[src/rtl/mips_bus_pkg.sv]
// Shared types for the Harvard bus arbiter: FSM states, requester ids and the
// all-lanes byteenable used for reads.
package mips_bus_pkg;

  typedef enum logic [1:0] {
    IDLE  = 2'd0,
    ISSUE = 2'd1,
    RESP  = 2'd2
  } arb_state_t;

  typedef enum logic {
    REQ_INSTR = 1'b0,
    REQ_DATA  = 1'b1
  } req_id_t;

  // Wide enough for any supported data width; users slice the lanes they need.
  localparam int BYTEEN_MAX_W = 64;
  localparam logic [BYTEEN_MAX_W-1:0] BYTEEN_ALL = '1;

endpackage

[src/rtl/harvard_bus_arbiter_if.sv]
// Bundle of the CPU request ports and the shared memory bus.
// master: the arbiter's view (drives completions and the memory command).
// slave:  the environment's view (CPU requesters plus the memory device).
interface harvard_bus_arbiter_if #(
  parameter int ADDR_W = 32,
  parameter int DATA_W = 32
);
  logic                  instr_req;
  logic [ADDR_W-1:0]     instr_address;
  logic [DATA_W-1:0]     instr_readdata;
  logic                  instr_done;

  logic                  data_read;
  logic                  data_write;
  logic [ADDR_W-1:0]     data_address;
  logic [DATA_W/8-1:0]   data_byteenable;
  logic [DATA_W-1:0]     data_writedata;
  logic [DATA_W-1:0]     data_readdata;
  logic                  data_done;

  logic [ADDR_W-1:0]     mem_address;
  logic                  mem_read;
  logic                  mem_write;
  logic [DATA_W/8-1:0]   mem_byteenable;
  logic [DATA_W-1:0]     mem_writedata;
  logic                  mem_waitrequest;
  logic [DATA_W-1:0]     mem_readdata;

  logic                  bus_error;

  modport master (
    input  instr_req, instr_address,
    output instr_readdata, instr_done,
    input  data_read, data_write, data_address, data_byteenable, data_writedata,
    output data_readdata, data_done,
    output mem_address, mem_read, mem_write, mem_byteenable, mem_writedata,
    input  mem_waitrequest, mem_readdata,
    output bus_error
  );

  modport slave (
    output instr_req, instr_address,
    input  instr_readdata, instr_done,
    output data_read, data_write, data_address, data_byteenable, data_writedata,
    input  data_readdata, data_done,
    input  mem_address, mem_read, mem_write, mem_byteenable, mem_writedata,
    output mem_waitrequest, mem_readdata,
    input  bus_error
  );

endinterface

[src/rtl/bus_timeout_counter.sv]
// Watchdog for a stalled bus command. Down-counter loaded with LIMIT; each
// stalled cycle decrements it, reaching zero sets a sticky error flag. The
// count holds at zero and reloads on every accepted command.
module bus_timeout_counter #(
  parameter int LIMIT = 1024
) (
  input  logic clk,
  input  logic rst_n,
  input  logic inc,
  input  logic clr,
  output logic err
);

  localparam int             CNT_W    = $clog2(LIMIT + 1);
  localparam logic [CNT_W-1:0] CNT_INIT = CNT_W'(LIMIT);
  localparam logic [CNT_W-1:0] CNT_ONE  = CNT_W'(1);

  logic [CNT_W-1:0] remain;

  // Count down stalled cycles; flag is only cleared by reset.
  always_ff @(posedge clk) begin
    if (!rst_n) begin
      remain <= CNT_INIT;
      err    <= 1'b0;
    end else if (clr) begin
      remain <= CNT_INIT;
    end else if (inc && (remain != '0)) begin
      remain <= remain - CNT_ONE;
      if (remain == CNT_ONE) err <= 1'b1;
    end
  end

endmodule

[src/rtl/harvard_bus_arbiter.sv]
// Shares one single-port memory bus between the instruction-fetch and data
// ports of the core. Arbitration mode is selected at build time:
//   HARVARD_ARB_RR_EN defined   -> round-robin on simultaneous requests
//   HARVARD_ARB_RR_EN undefined -> fixed priority, data port wins
//
// state | meaning
// IDLE  | no command on the bus; arbitrate and latch the winner's command
// ISSUE | command held on the bus until waitrequest drops
// RESP  | read accepted; capture mem_readdata and pulse the winner's done
module harvard_bus_arbiter
  import mips_bus_pkg::*;
#(
  parameter int ADDR_W         = 32,
  parameter int DATA_W         = 32,
  parameter int TIMEOUT_CYCLES = 1024
) (
  input logic                 clk,
  input logic                 rst_n,
  harvard_bus_arbiter_if.master bus
);

  localparam int BE_W = DATA_W / 8;

  arb_state_t        state;
  req_id_t           grant_q;
  req_id_t           winner;
  logic              any_req;
  logic              win_is_wr;
  logic [ADDR_W-1:0] sel_addr;
  logic              tmo_inc;
  logic              tmo_clr;
`ifdef HARVARD_ARB_RR_EN
  req_id_t           last_grant;
`endif

  // Pick the requester to serve next; a simultaneous read+write is a read.
  always_comb begin
    any_req = bus.instr_req | bus.data_read | bus.data_write;
    winner  = REQ_INSTR;
`ifdef HARVARD_ARB_RR_EN
    if (bus.instr_req && (bus.data_read || bus.data_write))
      winner = (last_grant == REQ_INSTR) ? REQ_DATA : REQ_INSTR;
    else if (bus.data_read || bus.data_write)
      winner = REQ_DATA;
`else
    if (bus.data_read || bus.data_write)
      winner = REQ_DATA;
`endif
    win_is_wr = (winner == REQ_DATA) && bus.data_write && !bus.data_read;
    sel_addr  = (winner == REQ_DATA) ? bus.data_address : bus.instr_address;
  end

  assign tmo_inc = (state == ISSUE) &&  bus.mem_waitrequest;
  assign tmo_clr = (state == ISSUE) && !bus.mem_waitrequest;

  // Arbitration FSM; every bus and completion output is a register.
  always_ff @(posedge clk) begin
    if (!rst_n) begin
      state              <= IDLE;
      grant_q            <= REQ_INSTR;
`ifdef HARVARD_ARB_RR_EN
      last_grant         <= REQ_INSTR;
`endif
      bus.mem_address    <= '0;
      bus.mem_read       <= 1'b0;
      bus.mem_write      <= 1'b0;
      bus.mem_byteenable <= '0;
      bus.mem_writedata  <= '0;
      bus.instr_readdata <= '0;
      bus.instr_done     <= 1'b0;
      bus.data_readdata  <= '0;
      bus.data_done      <= 1'b0;
    end else begin
      bus.instr_done <= 1'b0;
      bus.data_done  <= 1'b0;
      case (state)
        IDLE: begin
          if (any_req) begin
            grant_q         <= winner;
`ifdef HARVARD_ARB_RR_EN
            last_grant      <= winner;
`endif
            bus.mem_address <= sel_addr;
            if (win_is_wr) begin
              bus.mem_write      <= 1'b1;
              bus.mem_byteenable <= bus.data_byteenable;
              bus.mem_writedata  <= bus.data_writedata;
            end else begin
              bus.mem_read       <= 1'b1;
              bus.mem_byteenable <= BYTEEN_ALL[BE_W-1:0];
              bus.mem_writedata  <= '0;
            end
            state <= ISSUE;
          end
        end
        ISSUE: begin
          if (!bus.mem_waitrequest) begin
            bus.mem_address    <= '0;
            bus.mem_read       <= 1'b0;
            bus.mem_write      <= 1'b0;
            bus.mem_byteenable <= '0;
            bus.mem_writedata  <= '0;
            if (bus.mem_read) begin
              state <= RESP;
            end else begin
              // Writes only ever come from the data port.
              bus.data_done <= 1'b1;
              state         <= IDLE;
            end
          end
        end
        RESP: begin
          if (grant_q == REQ_DATA) begin
            bus.data_readdata <= bus.mem_readdata;
            bus.data_done     <= 1'b1;
          end else begin
            bus.instr_readdata <= bus.mem_readdata;
            bus.instr_done     <= 1'b1;
          end
          state <= IDLE;
        end
        default: state <= IDLE;
      endcase
    end
  end

  bus_timeout_counter #(
    .LIMIT(TIMEOUT_CYCLES)
  ) u_timeout (
    .clk  (clk),
    .rst_n(rst_n),
    .inc  (tmo_inc),
    .clr  (tmo_clr),
    .err  (bus.bus_error)
  );

endmodule

[src/flat_wrapper.sv]
// flat-port wrapper written by rule: the top's interface ports become plain ports
module harvard_bus_arbiter_flat import mips_bus_pkg::*;
#(
  parameter int ADDR_W         = 32,
  parameter int DATA_W         = 32,
  parameter int TIMEOUT_CYCLES = 1024
)
  (clk, rst_n, bus_instr_req, bus_instr_address, bus_instr_readdata, bus_instr_done, bus_data_read, bus_data_write, bus_data_address, bus_data_byteenable, bus_data_writedata, bus_data_readdata, bus_data_done, bus_mem_address, bus_mem_read, bus_mem_write, bus_mem_byteenable, bus_mem_writedata, bus_mem_waitrequest, bus_mem_readdata, bus_bus_error);
  harvard_bus_arbiter_if #(.ADDR_W(ADDR_W), .DATA_W(DATA_W)) bus_i ();
  input logic clk;
  input logic rst_n;
  input wire logic [$bits(bus_i.instr_req)-1:0] bus_instr_req;
  input wire logic [$bits(bus_i.instr_address)-1:0] bus_instr_address;
  output wire logic [$bits(bus_i.instr_readdata)-1:0] bus_instr_readdata;
  output wire logic [$bits(bus_i.instr_done)-1:0] bus_instr_done;
  input wire logic [$bits(bus_i.data_read)-1:0] bus_data_read;
  input wire logic [$bits(bus_i.data_write)-1:0] bus_data_write;
  input wire logic [$bits(bus_i.data_address)-1:0] bus_data_address;
  input wire logic [$bits(bus_i.data_byteenable)-1:0] bus_data_byteenable;
  input wire logic [$bits(bus_i.data_writedata)-1:0] bus_data_writedata;
  output wire logic [$bits(bus_i.data_readdata)-1:0] bus_data_readdata;
  output wire logic [$bits(bus_i.data_done)-1:0] bus_data_done;
  output wire logic [$bits(bus_i.mem_address)-1:0] bus_mem_address;
  output wire logic [$bits(bus_i.mem_read)-1:0] bus_mem_read;
  output wire logic [$bits(bus_i.mem_write)-1:0] bus_mem_write;
  output wire logic [$bits(bus_i.mem_byteenable)-1:0] bus_mem_byteenable;
  output wire logic [$bits(bus_i.mem_writedata)-1:0] bus_mem_writedata;
  input wire logic [$bits(bus_i.mem_waitrequest)-1:0] bus_mem_waitrequest;
  input wire logic [$bits(bus_i.mem_readdata)-1:0] bus_mem_readdata;
  output wire logic [$bits(bus_i.bus_error)-1:0] bus_bus_error;
  assign bus_i.instr_req = bus_instr_req;
  assign bus_i.instr_address = bus_instr_address;
  assign bus_instr_readdata = bus_i.instr_readdata;
  assign bus_instr_done = bus_i.instr_done;
  assign bus_i.data_read = bus_data_read;
  assign bus_i.data_write = bus_data_write;
  assign bus_i.data_address = bus_data_address;
  assign bus_i.data_byteenable = bus_data_byteenable;
  assign bus_i.data_writedata = bus_data_writedata;
  assign bus_data_readdata = bus_i.data_readdata;
  assign bus_data_done = bus_i.data_done;
  assign bus_mem_address = bus_i.mem_address;
  assign bus_mem_read = bus_i.mem_read;
  assign bus_mem_write = bus_i.mem_write;
  assign bus_mem_byteenable = bus_i.mem_byteenable;
  assign bus_mem_writedata = bus_i.mem_writedata;
  assign bus_i.mem_waitrequest = bus_mem_waitrequest;
  assign bus_i.mem_readdata = bus_mem_readdata;
  assign bus_bus_error = bus_i.bus_error;
  harvard_bus_arbiter #(.ADDR_W(ADDR_W), .DATA_W(DATA_W), .TIMEOUT_CYCLES(TIMEOUT_CYCLES)) u_core (.clk(clk), .rst_n(rst_n), .bus(bus_i));
endmodule
[config.mk]
export PLATFORM = sky130hd
export DESIGN_NAME = harvard_bus_arbiter_flat
export DESIGN_NICKNAME = d
export VERILOG_FILES = /design/src/rtl/mips_bus_pkg.sv /design/src/rtl/harvard_bus_arbiter_if.sv /design/src/rtl/bus_timeout_counter.sv /design/src/rtl/harvard_bus_arbiter.sv /design/src/flat_wrapper.sv
export SDC_FILE = /design/constraint.sdc
export NUM_CORES = 1
export LEC_CHECK = 0
export BUFFER_PORTS_ARGS = -buffer_cell sky130_fd_sc_hd__buf_2
export CAP_MARGIN = 20
export CORE_ASPECT_RATIO = 0.5
export CORE_MARGIN = 10
export CORE_UTILIZATION = 48
export DETAILED_ROUTE_END_ITERATION = 8
export HOLD_SLACK_MARGIN = 0.12
export PLACE_DENSITY = 0.81
export SYNTH_ARGS = -nofsm -noshare
export SYNTH_HDL_FRONTEND = slang
export SYNTH_SLANG_ARGS = --single-unit
[constraint.sdc]
create_clock -name clk -period 2.3 [get_ports clk]
set_input_delay 0.345 -clock clk [delete_from_list [all_inputs] [get_ports clk]]
set_output_delay 0.345 -clock clk [all_outputs]
set_load 0.03 [all_outputs]
==> metrics.md, run 1 <==
| Metric | Value |
|---|---|
| R2r endpoint | `u_core.u_timeout.remain[8]` |
| Largest net degree at the start of global routing | `roughly 110` |
| DR vias | `around 6000` |
| WHS Endpoint | `u_core.bus.data_readdata[5]` |
| Skew final | `around 0.011 ns` |
| Hold Path Class | `in -> reg` |
| Share of the synthesized area in the top cell type | `0.4762` |
| DP Wirelength | `about 14 mm` |
| Avg WL per Cell | `approximately 16 um` |
| FF/Latch Area | `3023 um^2` |
| Setup Buffers After CTS | `0` |
| Slowest CP cell | `or4_1` |
| LEAKAGE | `3.706 nW` |
| Initial DRC count | `258` |
| PortBufs | `around 270` |
| Synthesis-to-finish area growth | `33.13%` |
| Yosys reg bits | `around 150` |
| Synth top area cells | `dfxtp_1, nand2_1, a21boi_0` |
| Final Hold Fails | `0` |
| Fmax | `about 0.47 GHz` |
| Count leader, synth | `nand2_1` |
| Clock sink count | `between 150 and 200` |
| Flop2flop setup slack | `~0.15 ns` |
| Layout cell share with drive strength beyond 1 | `0.3337` |
| Die height | `101.3 um` |
| CP required | `around 2.6 ns` |
| Antenna violations before repair | `0` |
| Top_reg_cell synth | `dfxtp_1` |
| Top cells by count, synth | `nand2_1, dfxtp_1, a21boi_0` |
| Clk root buf | `clkbuf_16` |
| M2 GR Usage | `0.3463` |
| Synth async-reset ratio | `0` |
| Vias in the first global route | `5909` |
| GRT overflow | `0` |
| Max rail drop VDD | `just over 0.6 mV` |
| CTS tree | `done` |
| Gate Count Post-Synth | `about 730` |
| Most crowded layer after global routing | `met2` |
| Critical path type | `reg -> reg` |
| RSZ-0062 raised after global routing | `no` |
| Total CTS buffers | `17` |
| Pins Over Slew Limit | `0` |
| Core Region | `12810 um^2` |
| Worst reg2reg startpoint | `u_core.state[1]` |
| Synth Warn # | `0` |
| Syn Area/Cell | `8.649 um^2` |
| Worst-path fanout max | `37` |
| CTS H-Tree Depth | `4` |
| PostCTS Resize Cnt | `0` |
| Delay-heaviest family, CP | `simple AND/OR/NAND/NOR gates` |
| CP Data Arrival Time | `approximately 2.5 ns` |
| Die width | `around 180 um` |
| Dpl cell area | `7825 um^2` |
| Worst setup SP type | `flip-flop` |
| CP bufs+invs | `2` |
| Pwr dens | `about 800 nW/um^2` |
| Placed cell count | `1138` |
| DR DRC count | `0` |
| Final critical-path share of the clock period | `0.9327` |
| DIE AREA | `around 19000 um^2` |
| Final total negative setup slack | `0 ns` |
| Worst slew margin | `0.4695` |
| Final GP Congestion | `about 0.85` |
| Met1 Usage GRT | `0.2094` |
| Worst-path clk slew | `approximately 0.07 ns` |
| Multi-input combinational cell area | `around 3100 um^2` |
| First-pass GRT wire length | `slightly below 30 mm` |
| Reg2Reg Depth | `7` |
| # nets final | `1131` |
| Final ANT Viol Nets | `0` |
| Yosys top cell by area | `dfxtp_1` |
| ANT cells | `0` |
| CTS hold repair buffers | `0` |
| GRT Overall Usage | `0.1881` |
| HP Start | `bus_mem_readdata[5]` |
| Outcome | `complete, no violations` |
| Critical-path cell list | `inv_1 > ha_1 > buf_6 > nand3_1 > a211o_1 > or4_1 > a21oi_1` |
| Via density | `~5.1` |
| Rows | `29` |
| Final min period | `between 2 and 2.5 ns` |
| Worst Setup End Kind | `flip-flop` |
| Starting Density | `0.4957` |
| Final setup fails | `0` |
| GRT met3 Usage | `0.05587` |
| Skew-Pair Late Insertion Delay | `0.40 ns` |
| Post-synth EDFFs | `0` |
| Worst hold slack | `0.1934 ns` |
| Final Cell Area | `about 8500 um^2` |
| Distinct cells, synth | `40` |
| Layout Cells excl Fill | `1171` |
| CP peak stage delay | `approximately 0.42 ns` |
| IO Pins | `275` |
| CTS Buffer Depth | `2` |
| Pre-antenna DRT Iters | `5` |
| Hold path depth | `3` |
| Sequential element share of the synthesized area | `0.4762` |
| Total wire length | `about 19 mm` |
| Synthesized area | `about 6300 um^2` |
| Fillers | `about 1100` |
| Worst slew pin tran | `slightly below 0.8 ns` |
| Post-Syn Nets | `between 800 and 900` |
| Max cap viols | `0` |
[power by group]
group	internal [mW]	switching, mW
Combinational	0.453	0.752
Clock	1.54	1.20
Sequential	2.75	0.0840
Total	4.74	2.04
[cell usage in the layout (no fill, tap or decap), drive strengths merged]
master,synthesis,routed
mux2i,34,34
nor3,4,4
nand4bb,1,1
nand2,206,206
or4,5,5
a311oi,1,1
nand3b,1,1
ha,5,5
o41ai,1,1
and4b,1,1
nor4,1,1
inv,5,12
clkinvlp,0,3
nor2,12,12
nor4b,2,2
nand3,33,33
bufinv,0,1
a211o,1,1
o21a,1,1
a21boi,134,134
a2111oi,1,1
or3b,1,1
or3,40,40
nand2b,5,5
and2,4,4
dfxtp,151,151
o211ai,1,1
and3,1,1
a31oi,1,1
a21oi,9,9
clkbuf,42,18
or2,2,2
nor2b,2,2
xnor2,2,2
o31ai,4,4
buf,13,289
o21ai,7,7
clkinv,0,4
[routing by layer]
metal | part of all wire | routed length, um
met1 | 0.40 | 7519
met2 | 0.52 | 9702
met3 | 0.070 | 1314
met4 | 0.011 | 200
met5 | 0 | 0
[through the flow]
stage	power, mW	util	setup WS (ns)
CTS	6.780	0.6567	0.06774
global route	7.076	0.6599	0.01706
floorplan	3.682	-	0.3474
detailed placement	4.050	0.6109	0.09174
global placement	4.021	0.6109	0.2007
finish	6.779	0.6599	0.1547
[flip-flops by register name, indices dropped and copies added (netlist names)]
register,count
u_core.bus.data_readdata,32
u_core.bus.instr_readdata,32
u_core.bus.mem_address,32
u_core.bus.mem_writedata,32
u_core.u_timeout.remain,11
u_core.bus.mem_byteenable,4
u_core.state,2
u_core.bus.data_done,1
u_core.bus.instr_done,1
u_core.bus.mem_read,1
u_core.bus.mem_write,1
u_core.grant_q,1
u_core.u_timeout.err,1
[area by class of cell]
cell class | instances | share of cell area
timing repair buffer | 290 | 0.1816
clock inverter | 15 | 0.01910
clock buffer | 17 | 0.05033
tap | 170 | 0.02517
inverter | 5 | 0.002221
sequential | 151 | 0.3577
multi-input combinational | 523 | 0.3639
[worst min-delay path: cells and delay by family]
family | cells | cell delay (ns)
AO/OA/AOI/OAI | 1 | 0.06
AND/OR/NAND/NOR | 1 | 0.04
buffers and inverters | 1 | 0.10
[cell families (layout without fill, tap and decap cells)]
family / after synthesis / count (layout) / synth area share
AO/OA/AOI/OAI: 161 / 161 / 0.1857
XOR/XNOR: 2 / 2 / 0.002760
adder cells (fa/ha/maj): 5 / 5 / 0.009854
buffers and inverters: 60 / 327 / 0.04296
flip-flops: 151 / 151 / 0.4762
multiplexers: 34 / 34 / 0.05361
AND/OR/NAND/NOR: 321 / 321 / 0.2290
[worst max-delay path by stage]
stage	start	depth (start not counted)	end
6_report	u_core.state[1]	7	u_core.u_timeout.remain[8]
3_5_place_dp	u_core.state[1]	7	u_core.bus.mem_address[17]
4_1_cts	u_core.state[1]	7	u_core.bus.mem_byteenable[3]
3_3_place_gp	u_core.state[1]	7	u_core.bus.mem_address[31]
2_1_floorplan	u_core.state[1]	9	u_core.bus.mem_write
5_1_grt	u_core.state[1]	7	u_core.u_timeout.remain[8]
No activity file was read; power rests on OpenSTA's default activity.
==> run 2: changes to the inputs <==
--- a/config.mk
+++ b/config.mk
@@ -12,7 +12,8 @@
 export CORE_UTILIZATION = 48
 export DETAILED_ROUTE_END_ITERATION = 8
 export HOLD_SLACK_MARGIN = 0.12
-export PLACE_DENSITY = 0.81
+export PLACE_DENSITY = 0.8
 export SYNTH_ARGS = -nofsm -noshare
 export SYNTH_HDL_FRONTEND = slang
+export SYNTH_HIERARCHICAL = 1
 export SYNTH_SLANG_ARGS = --single-unit
==> run 2 against run 1 <==
- critical endpoint is now u_core/u_timeout/remain[7]
- total power up 11%
- non-clock buffer count grew 1
- maximum frequency shrank 0.30%
- area after synthesis up 5.1%
- worst setup slack lost 0.0065 ns
==> metrics.md, run 2 <==
| Metric | Value |
|---|---|
| PostCTS Resize Cnt | `0` |
| Post-synth EDFFs | `0` |
| Worst slew pin tran | `a little under 0.6 ns` |
| IO Pins | `about 280` |
| Skew final | `0.005782 ns` |
| Setup Buffers After CTS | `0` |
| Top cells by count, synth | `nand2_1, dfxtp_1, a21boi_0` |
| Share of the synthesized area in the top cell type | `0.4531` |
| Vias in the first global route | `between 6000 and 7000` |
| Commonest non-fill, non-tap cell in the layout | `buf_2` |
| Outcome | `complete, no violations` |
| Final Hold Fails | `0` |
| Max rail drop VDD | `approximately 0.43 mV` |
| CTS hold repair buffers | `0` |
| Hold Path Class | `in -> reg` |
| Post-Syn Nets | `894` |
| Flop2flop setup slack | `0.15 ns` |
| Worst-path fanout max | `7` |
| Worst-path clk slew | `~0.060 ns` |
| Via density | `just over 5` |
| Antenna violations before repair | `0` |
| RSZ-0062 raised after global routing | `no` |
| Final setup fails | `0` |
| Final critical-path share of the clock period | `0.9355` |
| Yosys reg bits | `approximately 150` |
| DR vias | `between 6000 and 7000` |
| Final GP Congestion | `0.8535` |
| Syn Area/Cell | `between 8 and 9 um^2` |
| Hold path depth | `3` |
| PortBufs | `roughly 270` |
| Synthesized area | `between 6000 and 7000 um^2` |
| Sequential element share of the synthesized area | `0.4531` |
| Critical path type | `reg -> reg` |
| Clk root buf | `clkbuf_16` |
| Final min period | `between 2 and 2.5 ns` |
| Synth Warn # | `6` |
| Total Power | `approximately 7.5 mW` |
| LEAKAGE | `3.845 nW` |
| Starting Density | `0.4910` |
| Largest net degree at the start of global routing | `73` |
| ANT cells | `0` |
| Die height | `between 100 and 150 um` |
| Final worst slack | `between 0.1 and 0.15 ns` |
| Rows | `30` |
| Worst setup SP type | `flip-flop` |
| GRT Overall Usage | `0.1965` |
| Max cap viols | `0` |
| DP Wirelength | `between 10 and 15 mm` |
| Skew-Pair Late Insertion Delay | `a little over 0.4 ns` |
| Avg WL per Cell | `about 17 um` |
| # nets final | `between 1000 and 1500` |
| Final ANT Viol Nets | `0` |
| Fillers | `1148` |
| Total CTS buffers | `17` |
| Distinct cells, synth | `52` |
| DR DRC count | `0` |
| Count leader, synth | `nand2_1` |
| Pre-antenna DRT Iters | `5` |
| Synth async-reset ratio | `0` |
| Layout cell share with drive strength beyond 1 | `0.3767` |
| Core Region | `13590 um^2` |
| Synthesis-to-finish area growth | `32.75%` |
| CTS tree | `done` |
| Dpl cell area | `slightly above 8000 um^2` |
| Gate Count Post-Synth | `748` |
| Pins Over Slew Limit | `0` |
| CP Data Arrival Time | `~2.5 ns` |
| DP Worst Slack | `between 0.2 and 0.3 ns` |
| Clock sink count | `around 150` |
| Final Cell Area | `approximately 8900 um^2` |
| Die width | `roughly 190 um` |
| GRT overflow | `0` |
| Final total negative setup slack | `0 ns` |
| CP required | `~2.6 ns` |
| Top_reg_cell synth | `dfxtp_1` |
| Worst Setup End Kind | `flip-flop` |
| CTS Buffer Depth | `2` |
| Yosys top cell by area | `dfxtp_1` |
| Reg2Reg Depth | `8` |
| Total wire length | `20.11 mm` |
| DIE AREA | `19300 um^2` |
| Most frequent cells in the layout | `buf_2, nand2_1, dfxtp_1, a21boi_0` |
| CTS H-Tree Depth | `4` |
| Fmax | `0.4647 GHz` |
| First-pass GRT wire length | `roughly 31 mm` |
| Worst slew margin | `0.6006` |
| Initial DRC count | `approximately 410` |
| Pwr dens | `approximately 850 nW/um^2` |
| Synth top area cells | `dfxtp_1, nand2_1, a21boi_0` |
run 2: changes by cell type in the layout (fill, tap and decap cells not counted), sizes merged, moves of 4 or more:
cell    previous run  this run
inv               12         6
clkbuf            18        22
nand2            206       212
nand3             33        37
o31ai              4         0
bufinv             1         6
a21oi              9         5
or4                5         1
nor2              12        18
run 2: layer usage:
| metal | GRT usage | wire, um | part of all wire |
|---|---|---|---|
| met1 | 0.1954 | 7805 | 0.39 |
| met2 | 0.3833 | 10710 | 0.53 |
| met3 | 0.05355 | 950 | 0.047 |
| met4 | 0.09415 | 637 | 0.032 |
| met5 | 0 | 0 | 0 |
run 2: cell type report:
| cell class | count | area [um^2] | share of cell area |
|---|---|---|---|
| multi-input combinational | 536 | 3338 | 0.3769 |
| sequential | 151 | 3023 | 0.3413 |
| timing repair buffer | 291 | 1564 | 0.1766 |
| clock buffer | 22 | 474.2 | 0.05355 |
| tap | 192 | 240.2 | 0.02713 |
| clock inverter | 8 | 193.9 | 0.02190 |
| inverter | 6 | 22.52 | 0.002543 |
run 2: kinds of logic (layout without fill, tap and decap cells):
| logic type | count (synthesis) | after routing | synth area share |
|---|---|---|---|
| fa+ha+maj | 8 | 8 | 0.01500 |
| buf+inv | 61 | 327 | 0.04932 |
| mux | 35 | 35 | 0.05270 |
| flops | 151 | 151 | 0.4531 |
| simple gates | 332 | 332 | 0.2327 |
| xor+xnor | 4 | 4 | 0.005252 |
| compound gates | 157 | 157 | 0.1919 |
run 2: per-stage QoR:
stage / std cells / hold WS [ns] / utilization
after floorplan: 748 / 0.4578 / -
after global placement: 1176 / 0.4336 / 0.6026
after detailed placement: 1176 / 0.4387 / 0.6026
after CTS: 1206 / 0.1729 / 0.6518
after global routing: 1206 / 0.1743 / 0.6518
final: 1206 / 0.1868 / 0.6518
run 2: worst paths after layout:
path                              startpoint                           end
setup / recovery             u_core/state[1]    u_core/u_timeout/remain[7]
hold / removal        bus_data_writedata[17]  u_core/bus.mem_writedata[17]
hold reg to reg   u_core/bus.mem_address[29]    u_core/bus.mem_address[29]
setup reg to reg             u_core/state[1]    u_core/u_timeout/remain[7]
run 2: worst max-delay path: stages (launching register included):
cell and delay [ns]:
dfxtp_1 0.33, inv_1 0.13, ha_1 0.20, nand2_1 0.08
inv_1 0.16, nor4b_1 0.53, nand2_1 0.21, a211o_1 0.31
a21oi_1 0.13
run 2: power by group:
part           switching [mW]  total [mW]  internal, mW
clock network            1.04        3.15          2.11
registers               0.110        2.89          2.78
logic                   0.950        1.50         0.546
total                    2.10        7.54          5.44
==> run 3: changes to the inputs <==
--- a/config.mk
+++ b/config.mk
@@ -5,6 +5,7 @@
 export SDC_FILE = /design/constraint.sdc
 export NUM_CORES = 1
 export LEC_CHECK = 0
+export ABC_AREA = 1
 export BUFFER_PORTS_ARGS = -buffer_cell sky130_fd_sc_hd__buf_2
 export CAP_MARGIN = 20
 export CORE_ASPECT_RATIO = 0.5
==> run 3 against run 2 <==
- global-route usage up 0.21 points
- wire length up 0.51%
- sequential power up 6%
- flip-flop and latch count unchanged
- maximum frequency up 18%
- hold slack worse by 0.032 ns
- die area up 0.78%
- total power up 6.9%
- sequential share of layout area up 0.36 points
- worst setup slack better by 0.33 ns
- critical endpoint is now u_core/bus.mem_writedata[6]
- largest cell class is now sequential cells
- largest power group is now registers
- highest routed layer unchanged
==> metrics.md, run 3 <==
| Metric | Value |
|---|---|
| Sequential element share of the synthesized area | `0.4490` |
| Most crowded layer after global routing | `met2` |
| Commonest non-fill, non-tap cell in the layout | `nor2_1` |
| Post-Synth Simple-Gate Area | `0.3118` |
| CP dominant cell by count | `inv_1` |
| Synth Area in Compound Gates | `0.1167` |
| Worst reg2reg startpoint | `u_core/state[0]` |
| Fillers | `1211` |
| Post-synthesis mux area share | `0` |
| Synth async-reset ratio | `0` |
| Final Hold Fails | `0` |
| DIE AREA | `~20000 um^2` |
| Antenna violations before repair | `0` |
| Rows | `30` |
| CTS hold repair buffers | `0` |
| Flop2flop setup slack | `between 0.4 and 0.5 ns` |
| # nets final | `about 1400` |
| Gate Count Post-Synth | `1019` |
| Via density | `approximately 4.6` |
| Max cap viols | `0` |
| DR DRC count | `0` |
| CP bufs+invs | `4` |
| Clk root buf | `clkbuf_16` |
| Layout Cells excl Fill | `roughly 1500` |
| Skew-Pair Late Insertion Delay | `about 0.42 ns` |
| GRT Overall Usage | `0.1986` |
| CP Data Arrival Time | `~2.1 ns` |
| Syn Area/Cell | `roughly 6.6 um^2` |
| DP Wirelength | `roughly 15 mm` |
| Worst Setup End Kind | `flip-flop` |
| Die height | `just over 100 um` |
| Setup Buffers After CTS | `0` |
| Top cells by count, synth | `nor2_1, nand2_1, dfxtp_1` |
| CP peak stage delay | `roughly 0.34 ns` |
| Total wire length | `about 20 mm` |
| Avg WL per Cell | `around 14 um` |
| Reg2Reg Depth | `10` |
| R2r endpoint | `u_core/bus.mem_writedata[6]` |
| Placed cell count | `about 1400` |
| Yosys top cell by area | `dfxtp_1` |
| Starting Density | `0.4941` |
| CP required | `around 2.6 ns` |
| XOR/XNOR Fraction of Synth Area | `0.002602` |
| Final ANT Viol Nets | `0` |
| Worst hold slack | `0.1549 ns` |
| Share of the synthesized area in the top cell type | `0.4490` |
| Worst slew margin | `0.3396` |
| Core Region | `13630 um^2` |
| Synth Area in Adders | `0.01487` |
| Die width | `roughly 190 um` |
| GRT met3 Usage | `0.05087` |
| Largest net degree at the start of global routing | `~110` |
| Synthesized area | `6733 um^2` |
| Worst setup SP type | `flip-flop` |
| Critical path type | `reg -> reg` |
| Most frequent cells in the layout | `nor2_1, buf_2, nand2_1, dfxtp_1, inv_1` |
| Layout cell share with drive strength beyond 1 | `0.2637` |
| LEAKAGE | `between 4 and 5 nW` |
| Synth Warn # | `6` |
| CTS Buffer Depth | `2` |
| PostCTS Resize Cnt | `0` |
| Clock sink count | `roughly 150` |
| Max rail drop VDD | `0.5608 mV` |
| Initial DRC count | `between 400 and 500` |
| Distinct cells, synth | `29` |
| Final GP Congestion | `0.8525` |
| M2 GR Usage | `0.3696` |
| Slowest CP cell | `buf_4` |
| Fmax | `around 0.55 GHz` |
| PortBufs | `274` |
| ANT cells | `0` |
| Critical-path cell list | `inv_1 > ha_1 > inv_1 > nor2_1 > nand2_2 > nand3_4 > buf_4 > nand2_1 > inv_1 > nor2_1` |
| Worst-path fanout max | `37` |
| CTS H-Tree Depth | `4` |
| IO Pins | `approximately 280` |
| Pwr dens | `just over 900 nW/um^2` |
| RSZ-0062 raised after global routing | `no` |
| Post-Syn Nets | `around 1200` |
| Synth top area cells | `dfxtp_1, nor2_1, nand2_1` |
| Vias in the first global route | `6608` |
| Final total negative setup slack | `0 ns` |
| CTS tree | `done` |
| DP Worst Slack | `about 0.5 ns` |
| Final worst slack | `around 0.48 ns` |
| Crit path from | `u_core/state[0]` |
| Largest family of logic cells by synthesized area | `simple AND/OR/NAND/NOR gates` |
| Yosys reg bits | `between 150 and 200` |
| Hold Path Class | `in -> reg` |
| Skew final | `0.01524 ns` |
| GRT overflow | `0` |
| Met1 Usage GRT | `0.2161` |
| Top_reg_cell synth | `dfxtp_1` |
| DR vias | `just under 7000` |
| Worst slew pin tran | `between 0.9 and 1 ns` |
| Post-synth EDFFs | `0` |
| Outcome | `complete, no violations` |
| Final setup fails | `0` |
| First-pass GRT wire length | `about 33 mm` |
| Synthesis-to-finish area growth | `30.18%` |
| Pins Over Slew Limit | `0` |
| CP endpoint | `u_core/bus.mem_writedata[6]` |
| Count leader, synth | `nor2_1` |
| Final critical-path share of the clock period | `0.7925` |
| Total CTS buffers | `17` |
| Worst-path clk slew | `roughly 0.070 ns` |
| Final min period | `roughly 1.8 ns` |
| WP depth | `10` |
| Delay-heaviest family, CP | `buffers and inverters` |
| Pre-antenna DRT Iters | `5` |
==> run 3: cell types whose count changed in the layout (fill, tap and decap cells not counted), moves of 30 or more <==
cell and change:
a21boi_0 -74, a21boi_1 -31, a21boi_2 -30, a21oi_1 +38, inv_1 +106, mux2i_1 -34, nor2_1 +302, o21ai_0 +99
or3_1 -37
==> run 3: worst min path at each step <==
stage | start | endpoint | cells after the start
floorplan | u_core/grant_q | u_core/grant_q | 2
global placement | u_core/u_timeout/err | u_core/u_timeout/err | 2
detailed placement | u_core/u_timeout/err | u_core/u_timeout/err | 2
CTS | bus_data_writedata[12] | u_core/bus.mem_writedata[12] | 3
global route | bus_data_writedata[18] | u_core/bus.mem_writedata[18] | 3
finish | bus_data_writedata[13] | u_core/bus.mem_writedata[13] | 3
==> run 3: kinds of logic (layout without fill, tap and decap cells) <==
kind of cell,count (synthesis),after routing
simple gates,537,537
buf+inv,168,431
compound gates,153,153
flops,151,151
fa+ha+maj,8,8
xor+xnor,2,2
==> run 3: worst register-to-register path, cell delays in order (launching register included) <==
cell and delay, ns:
dfxtp_1 0.33, inv_1 0.13, ha_1 0.28, inv_1 0.09, nor2_1 0.12, nand2_2 0.11, nand3_4 0.10, buf_4 0.34
nand2_1 0.10, inv_1 0.07, nor2_1 0.04
==> run 3: routing by layer <==
metal / up-vias / wire length, um
li1: 3592 / -
met1: 3035 / 7991
met2: 196 / 10490
met3: 22 / 1378
met4: 0 / 350
met5: - / 0
==> run 3: final cells by class <==
type                       instances  area (um^2)  area share
multi-input combinational        700         3005      0.3429
sequential                       151         3023      0.3449
clock buffer                      17        425.4     0.04854
timing repair buffer             286         1489      0.1699
tap                              192        240.2     0.02741
inverter                         113        424.2     0.04839
clock inverter                    15        157.7     0.01799
==> run 3: through the flow <==
step,total power [mW],util,cell area (um^2)
final,8.060,0.6433,8765
after global routing,8.564,0.6433,8765
after CTS,8.124,0.6433,8765
after detailed placement,5.429,0.6005,8182
after global placement,5.364,0.6005,8182
after floorplan,4.819,-,6733
==> run 3: where the power goes <==
| part | total [mW] | switching, mW | internal [mW] |
|---|---|---|---|
| combinational | 2.32 | 1.59 | 0.725 |
| sequential | 3.06 | 0.150 | 2.91 |
| clock | 2.69 | 1.24 | 1.45 |
| total | 8.06 | 2.98 | 5.08 |
